[src/rtl/alu_arbiter_pkg.sv]
// alu_arbiter_pkg: opcode constants and FSM state encoding shared by the arbiter and its ALU
package alu_arbiter_pkg;
    localparam logic [2:0] OP_AND = 3'b000;
    localparam logic [2:0] OP_OR  = 3'b001;
    localparam logic [2:0] OP_ADD = 3'b010;
    localparam logic [2:0] OP_SUB = 3'b110;
    localparam logic [2:0] OP_SLT = 3'b111;
    typedef enum logic [1:0] {IDLE = 2'd0, EXEC = 2'd1, RESP = 2'd2} state_t;
endpackage

[src/rtl/alu_arbiter_alu_core.sv]
// alu_core: combinational AND/OR/ADD/SUB/signed-SLT unit with zero flag
module alu_core
    import alu_arbiter_pkg::*;
#(
    parameter int WIDTH = 32
) (
    input  logic [WIDTH-1:0] a,
    input  logic [WIDTH-1:0] b,
    input  logic [2:0]       op,
    output logic [WIDTH-1:0] z,
    output logic             zero
);
    logic slt;
    always_comb begin
        slt  = $signed(a) < $signed(b);
        z    = op[1:0] == OP_AND[1:0] ? a & b :
               op[1:0] == OP_OR[1:0]  ? a | b :
               op[1:0] == OP_ADD[1:0] ? (op[2] ? a - b : a + b) :
                                        {{(WIDTH-1){1'b0}}, slt};
        zero = z == '0;
    end
endmodule

[src/rtl/alu_arbiter.sv]
// alu_arbiter: round-robin sharing of one ALU by two requesters; ALU_ARBITER_STATS_EN adds grant counters
module alu_arbiter
    import alu_arbiter_pkg::*;
#(
    parameter int WIDTH = 32
) (
    input  logic             clk,
    input  logic             reset,
    input  logic             req0_valid,
    input  logic             req1_valid,
    output logic             req0_ready,
    output logic             req1_ready,
    input  logic [WIDTH-1:0] req0_a,
    input  logic [WIDTH-1:0] req0_b,
    input  logic [WIDTH-1:0] req1_a,
    input  logic [WIDTH-1:0] req1_b,
    input  logic [2:0]       req0_op,
    input  logic [2:0]       req1_op,
    output logic             rsp_valid,
    input  logic             rsp_ready,
    output logic             rsp_id,
    output logic [WIDTH-1:0] rsp_z,
`ifdef ALU_ARBITER_STATS_EN
    output logic [15:0]      grant_cnt0,
    output logic [15:0]      grant_cnt1,
`endif
    output logic             rsp_zero
);
    state_t           state;
    logic             last;
    logic             id_r;
    logic [2:0]       op_r;
    logic [WIDTH-1:0] a_r, b_r, z;
    logic             zero, gnt0, gnt1;
    // last holds the most recent grant; a tie goes to the other requester
    always_comb begin
        gnt1 = state == IDLE && req1_valid && (!req0_valid || !last);
        gnt0 = state == IDLE && req0_valid && !gnt1;
    end
    assign req0_ready = gnt0;
    assign req1_ready = gnt1;
    alu_core #(.WIDTH(WIDTH)) u_alu (.a(a_r), .b(b_r), .op(op_r), .z(z), .zero(zero));
    always_ff @(posedge clk) begin
        if (reset) begin
            state     <= IDLE;
            last      <= 1'b1;
            rsp_valid <= 1'b0;
            rsp_z     <= '0;
            rsp_zero  <= 1'b0;
            rsp_id    <= 1'b0;
        end else begin
            case (state)
                IDLE: if (gnt0 || gnt1) begin
                    a_r   <= gnt1 ? req1_a : req0_a;
                    b_r   <= gnt1 ? req1_b : req0_b;
                    op_r  <= gnt1 ? req1_op : req0_op;
                    id_r  <= gnt1;
                    last  <= gnt1;
                    state <= EXEC;
                end
                EXEC: begin
                    rsp_z     <= z;
                    rsp_zero  <= zero;
                    rsp_id    <= id_r;
                    rsp_valid <= 1'b1;
                    state     <= RESP;
                end
                RESP: if (rsp_ready) begin
                    rsp_valid <= 1'b0;
                    state     <= IDLE;
                end
                default: state <= IDLE;
            endcase
        end
    end
`ifdef ALU_ARBITER_STATS_EN
    always_ff @(posedge clk) begin
        if (reset) begin
            grant_cnt0 <= '0;
            grant_cnt1 <= '0;
        end else begin
            if (gnt0 && grant_cnt0 != 16'hFFFF) grant_cnt0 <= grant_cnt0 + 16'd1;
            if (gnt1 && grant_cnt1 != 16'hFFFF) grant_cnt1 <= grant_cnt1 + 16'd1;
        end
    end
`endif
endmodule

[config.mk]
export PLATFORM = sky130hd
export DESIGN_NAME = alu_arbiter
export DESIGN_NICKNAME = d
export VERILOG_FILES = /design/src/rtl/alu_arbiter_pkg.sv /design/src/rtl/alu_arbiter_alu_core.sv /design/src/rtl/alu_arbiter.sv
export SDC_FILE = /design/constraint.sdc
export NUM_CORES = 1
export LEC_CHECK = 0
export BUFFER_PORTS_ARGS = -buffer_cell sky130_fd_sc_hd__buf_2
export CAP_MARGIN = 25
export CORE_UTILIZATION = 40
export CTS_CLUSTER_DIAMETER = 120
export DETAILED_ROUTE_END_ITERATION = 8
export GPL_TIMING_DRIVEN = 0
export PLACE_DENSITY = 0.59
export SYNTH_ARGS = -nofsm -noshare
export SYNTH_HDL_FRONTEND = slang
export SYNTH_SLANG_ARGS = --single-unit
[constraint.sdc]
create_clock -name clk -period 5.8 [get_ports clk]
set_clock_uncertainty 0.2 [all_clocks]
set_input_delay 0.58 -clock clk [delete_from_list [all_inputs] [get_ports clk]]
set_output_delay 0.58 -clock clk [all_outputs]
set_load 0.01 [all_outputs]
==> summary.txt, run 1 <==
Outcome
  • Outcome: complete, no violations

Clock tree
  • CTS Buf Count: 9
  • CTS Sinks: 106
  • PostCTS Resize Cnt: 0
  • Setup bufs post-CTS: 0
  • Hold buffers post-CTS: 0
  • CTS max path bufs: 2
  • Worst-skew pair later-pin latency: 0.38 ns
  • CTS tree: yes
  • Clock slew at reported path FFs: 0.09 ns
  • H-tree levels: 3
  • CTS Root Cell: clkbuf_16

Detailed routing
  • Final wirelength: 39190 um
  • DRT antenna net count: 0
  • Initial drt markers: 971
  • First-pass DRT Iterations: 5
  • Via count: 10430
  • DR DRC count: 0
  • Vias per cell: 5.754
  • Avg WL per Cell: 21.62 um

Synth
  • Synth top area cells: edfxtp_1 21%, ha_1 12%, nand2_1 10%
  • Most numerous cell in the Yosys netlist: nand2_1
  • Top_reg_cell synth: edfxtp_1
  • Sequential-to-total area share from yosys stat: 28.55%
  • Mapped Avg Cell Area: 7.551 sq um
  • Synth warnings: 0
  • Post-synth top area cell: edfxtp_1
  • Post-synth top cells: 264 x nand2_1, 127 x nor2_1, 100 x inv_1
  • Mapped cell area: 9817 sq um
  • Yosys top cell area share: 20.80%
  • Asr flop ratio synth: 0%
  • Syn Nets: 1538
  • Distinct cells, synth: 90
  • Post-synth EDFFs: 68
  • Post-Syn Instances: 1300
  • Register bit count reported by yosys: 106

Global routing
  • Antenna violations before repair: 2
  • Vias in the first global route: 9455
  • GR peak layer: met2
  • Total global routing overflow: 0
  • Tot GR Track Use: 31.43%
  • Grt met1 use: 42.41%
  • GRT met3 Usage: 5.553%
  • Grt met2 use: 50.21%
  • Maximum number of pins on one net before global-route repair: 36
  • First-pass GRT wire length: 56970 um

Setup path
  • WP data arrival: 4.65 ns
  • Critical Path Fanout Max: 3
  • Critical-path cell list: inv_1, ha_1, a21oi_1, o2111ai_1, a211oi_1, nor2_1, a311oi_1, nor4_1, a2111oi_1, and4b_1, o2111ai_1, o31ai_2
  • Worst Setup End Kind: register
  • CP required: 5.90 ns
  • Top cell by count, worst path: o2111ai_1
  • Kind of critical path: reg -> reg
  • Crit-path slowest cell: a2111oi_1
  • Slowest stage delay, CP: 0.98 ns
  • CP startpoint kind: register

STA
  • Final hold vios: 0
  • Final setup viols: 0
  • Final WS setup: 1.249 ns
  • Rel. slew slack: 28.39%
  • Crit path time final: 4.551 ns
  • RSZ-0062 raised after global routing: false
  • Final Max Slew Viols: 0
  • Worst Max-Slew Pin Slew: 1.071 ns
  • Crit share post-route: 78.47%
  • Worst hold slack: 0.2536 ns
  • Max Clk Rate: 219.7 MHz

Power and ir drop
  • Gate power share: 42.3%
  • Switching Fraction: 42.28%
  • Clk network pwr share: 23.9%
  • VDD IR-drop max: 0.1526 mV
  • Cell Int Power: 1.584 mW
  • Flop pwr share: 33.8%
  • Switch Pwr: 1.160 mW
  • Power per cell area: 239.6 nW/um^2
  • Leak: 5.186 nW

Placed design
  • Post-place setup slack: 1.392 ns
  • IO buf count: 175
  • RD Place Congestion: 0.9865
  • Final HPWL DP: 31540 um
  • Post-Place Cells: 1796

Run
  • Max-Cap Viols: 0

Floorplanning
  • Chip width: 158.7 um
  • Effective utilization at floorplan: 41.33%
  • Die ar.: 25170 sq um
  • Core area: 23750 sq um
  • Chip height: 158.7 um
  • Rows: 56
  • I/O pin cnt: 176

Worst hold path
  • Hold crit path type: in -> reg

Layout
  • Nets: 1727
  • Share of cells above drive strength 1: 16.73%
  • Fin cells: 1813
  • Area Growth Syn to Fin: 16.67%
  • N_diodes: 0
==> worst paths after layout <==
| check | endpoint | slack [ns] | cells past startpoint | start |
|---|---|---|---|---|
| max reg2reg | rsp_zero | 1.25 | 12 | a_r[1] |
| max | rsp_zero | 1.25 | 12 | a_r[1] |
| min | a_r[13] | 0.25 | 3 | req1_a[13] |
| min reg2reg | rsp_z[16] | 0.26 | 2 | rsp_z[16] |
==> cell usage in the layout, fill, tap and decap left out, drive strengths merged, types with 5 or more instances in the layout <==
cell / count
a2111oi: 8
a211oi: 32
a21o: 6
a21oi: 83
a221oi: 5
a31oi: 11
and3: 5
buf: 205
clkbuf: 57
dfxtp: 38
edfxtp: 68
ha: 97
inv: 108
mux2i: 11
nand2: 264
nand2b: 10
nand3: 34
nand4: 11
nor2: 127
nor2b: 22
nor3: 33
nor4: 25
o2111ai: 7
o211ai: 19
o21a: 7
o21ai: 70
o21bai: 5
o221ai: 8
o311ai: 6
o31ai: 13
or4: 6
xnor2: 10
==> per-stage QoR <==
step                      power, mW  area, sq um  setup TNS, ns  util, %
after global placement        2.069        11090         -15.49    46.70
after detailed placement      2.075        11150              0    46.93
after global routing          2.885        11450              0    48.22
after CTS                     2.727        11450              0    48.20
final                         2.745        11450              0    48.22
after floorplan               1.665         9817              0        -
==> registers in the layout, indices dropped and copies added (netlist names) <==
| register | count |
|---|---|
| id_r | 1 |
| rsp_id | 1 |
| b_r | 32 |
| rsp_z | 32 |
| op_r | 3 |
| rsp_valid | 1 |
| state | 2 |
| a_r | 32 |
| rsp_zero | 1 |
| last | 1 |
==> per-layer routing <==
layer  wire length [um]  up-vias  share of wire [%]
li1                   -     4970                  -
met1              17420     4902                 44
met2              17490      487                 45
met3               2962       71                7.6
met4               1311        2                3.3
met5                 10        -              0.026
==> layout make-up <==
cell class              instances  area (sq um)
fillers                      2432         12300
multi-input cells            1014          6289
flip-flops and latches        106          2803
repair buffers                178         928.4
well taps                     319         399.1
inverters                     105         394.1
plain buffers                  75         339.1
clock buffers                   9         225.2
clock inverters                 7         76.32
==> cell families (layout without fill, tap and decap cells) <==
kind of cell / count (synthesis) / after routing / share of synthesized area [%]
buf+inv: 180 / 374 / 7.469
xor+xnor: 12 / 12 / 1.071
mux: 13 / 13 / 1.389
flops: 106 / 106 / 28.55
simple gates: 564 / 564 / 25.94
fa+ha+maj: 99 / 99 / 12.77
compound gates: 326 / 326 / 22.81
==> critical path: cells and delay by family (launching register included) <==
kind | cells | cell delay [ns]
AO/OA/AOI/OAI | 7 | 2.82
AND/OR/NAND/NOR | 3 | 0.57
flip-flops | 1 | 0.43
adder cells (fa/ha/maj) | 1 | 0.28
buffers and inverters | 1 | 0.17
==> power by group through the flow <==
stage	combinational, mW	clock [mW]	sequential, mW
3_3_place_gp	1.12	0	0.950
2_1_floorplan	0.714	0	0.951
6_report	1.16	0.657	0.928
3_5_place_dp	1.13	0	0.947
5_1_grt	1.25	0.695	0.937
4_1_cts	1.13	0.664	0.929
No activity file was read; power rests on OpenSTA's default activity.
==> run 2: changes to the inputs <==
--- a/config.mk
+++ b/config.mk
@@ -11,7 +11,7 @@
 export CTS_CLUSTER_DIAMETER = 120
 export DETAILED_ROUTE_END_ITERATION = 8
 export GPL_TIMING_DRIVEN = 0
-export PLACE_DENSITY = 0.59
+export PLACE_DENSITY = 0.62
 export SYNTH_ARGS = -nofsm -noshare
 export SYNTH_HDL_FRONTEND = slang
 export SYNTH_SLANG_ARGS = --single-unit
==> constraint.sdc (replaced) <==
create_clock -name clk -period 3.8 [get_ports clk]
set_clock_uncertainty 0.2 [all_clocks]
set_input_delay 0.38 -clock clk [delete_from_list [all_inputs] [get_ports clk]]
set_output_delay 0.38 -clock clk [all_outputs]
set_load 0.01 [all_outputs]
==> summary.txt, run 2 (synthesis results as in run 1) <==
Outcome
  • Outcome: finished, violations left
  • Failing checks: negative setup slack

Clock tree
  • CTS tree: yes
  • CTS Root Cell: clkbuf_16
  • Worst-skew pair later-pin latency: 0.38 ns
  • CTS Sinks: 106
  • CTS max path bufs: 2
  • CTS Buf Count: 9
  • Hold buffers post-CTS: 0
  • H-tree levels: 3
  • Clock slew at reported path FFs: 0.09 ns

Setup path
  • CP startpoint kind: register
  • Kind of critical path: reg -> reg
  • Crit-path slowest cell: clkbuf_1
  • Worst Setup End Kind: register
  • R2R Setup Slk: -0.02 ns
  • Critical-path cell list: buf_4, inv_2, clkbuf_1, clkbuf_1, o21a_1, a31oi_1, mux2i_1, o221ai_1, nor4_4, nand4_1, o31ai_2
  • Top cell by count, worst path: clkbuf_1
  • WP data arrival: 3.91 ns
  • Slowest stage delay, CP: 0.58 ns
  • Worst Reg-to-Reg Cells: 11
  • Critical Path Fanout Max: 10
  • FF-to-FF End: rsp_zero
  • CP required: 3.89 ns
  • Launch point of the worst reg-to-reg path: op_r[2]

Detailed routing
  • First-pass DRT Iterations: 5
  • Vias per cell: 5.723
  • Initial drt markers: 1022
  • DRT antenna net count: 0
  • Via count: 10430
  • DR DRC count: 0
  • Final wirelength: 39090 um
  • Avg WL per Cell: 21.44 um

STA
  • Rel. slew slack: 37.45%
  • Worst Max-Slew Pin Slew: 0.9382 ns
  • Worst hold slack: 0.05706 ns
  • Final Max Slew Viols: 0
  • RSZ-0062 raised after global routing: true
  • Setup TNS Final: -0.01697 ns
  • Crit share post-route: 100.4%
  • Final WS setup: -0.01697 ns
  • Final setup viols: 1
  • Final hold vios: 0
  • Max Clk Rate: 262.0 MHz
  • Crit path time final: 3.817 ns

Global routing
  • Vias in the first global route: 9695
  • Antenna violations before repair: 1
  • Maximum number of pins on one net before global-route repair: 37
  • Tot GR Track Use: 31.61%
  • Total global routing overflow: 0
  • First-pass GRT wire length: 58190 um

Layout
  • Commonest non-fill, non-tap cells in the layout: 263 x nand2_1, 189 x buf_2, 124 x nor2_1
  • Nets: 1737
  • Area Growth Syn to Fin: 21.97%
  • N_diodes: 0
  • Top Registers: a_r: 32 flops, b_r: 32 flops, rsp_z: 32 flops
  • Share of cells above drive strength 1: 21.34%
  • Fin cells: 1823
  • Most common cell after layout, fill and taps aside: nand2_1

Placed design
  • Post-Place Cells: 1796
  • Post-place setup slack: -0.5654 ns
  • Final HPWL DP: 30860 um
  • RD Place Congestion: 0.9919
  • IO buf count: 175

Floorplanning
  • Chip width: 158.7 um
  • I/O pin cnt: 176
  • Effective utilization at floorplan: 41.33%
  • Rows: 56
  • Die ar.: 25170 sq um
  • Chip height: 158.7 um
  • Core area: 23750 sq um

Power and ir drop
  • VDD IR-drop max: 0.2398 mV
  • Power per cell area: 362.1 nW/um^2
  • Leak: 5.336 nW
  • Total power: 4.336 mW

Run
  • Max-Cap Viols: 0

Worst hold path
  • Worst hold path endpoint: b_r[7]
  • Hold_sp: req1_b[7]
  • Hold crit path type: in -> reg
  • Hold depth: 3
[run 2: area by class of cell]
class | count | area, sq um
Tap cell | 319 | 399.1
Multi-Input combinational cell | 1014 | 6688
Buffer | 72 | 336.6
Clock buffer | 9 | 225.2
Inverter | 105 | 397.9
Clock inverter | 7 | 83.83
Fill cell | 2401 | 11780
Timing Repair Buffer | 191 | 1041
Sequential cell | 106 | 2803
[run 2: worst max path at each step]
stage,from,to,slack [ns],depth (start not counted)
global placement,a_r[1],rsp_zero,-0.54,12
global route,a_r[3],rsp_zero,-0.12,14
CTS,a_r[14],rsp_zero,0.001,12
floorplan,b_r[0],rsp_zero,0.39,12
detailed placement,a_r[3],rsp_zero,-0.57,13
finish,op_r[2],rsp_zero,-0.02,11
[run 2: per-stage QoR]
stage / cell area (sq um) / util [%]
3_5_place_dp: 11150 / 46.93
6_report: 11970 / 50.41
4_1_cts: 11700 / 49.24
3_3_place_gp: 11090 / 46.71
2_1_floorplan: 9819 / -
5_1_grt: 11970 / 50.41
[run 2: repair_timing]
action	in CTS	in global routing
buffers inserted	6	8
gates resized for setup	34	57
pin swaps	12	16
setup endpoints to repair	4	2
[run 2: layer usage]
layer	GRT usage (%)	wire length [um]	vias to the layer above
met5	0	13	-
met4	10.44	1040	2
met3	3.974	2575	65
met2	51.32	17930	409
met1	43.18	17530	4958
li1	-	-	4999
[run 2: power by group]
| part | switching (mW) | internal, mW |
|---|---|---|
| Clock | 0.538 | 0.471 |
| Sequential | 0.0655 | 1.35 |
| Combinational | 1.25 | 0.663 |
| Total | 1.85 | 2.49 |
[run 2: worst max-delay path, delay by kind of cell, from the launching register on]
family,cells,cell delay [ns]
DFF,1,0.41
muxes,1,0.30
AOI/OAI and AO/OA,4,0.76
and+or+nand+nor,2,0.44
buffers and inverters,4,1.61
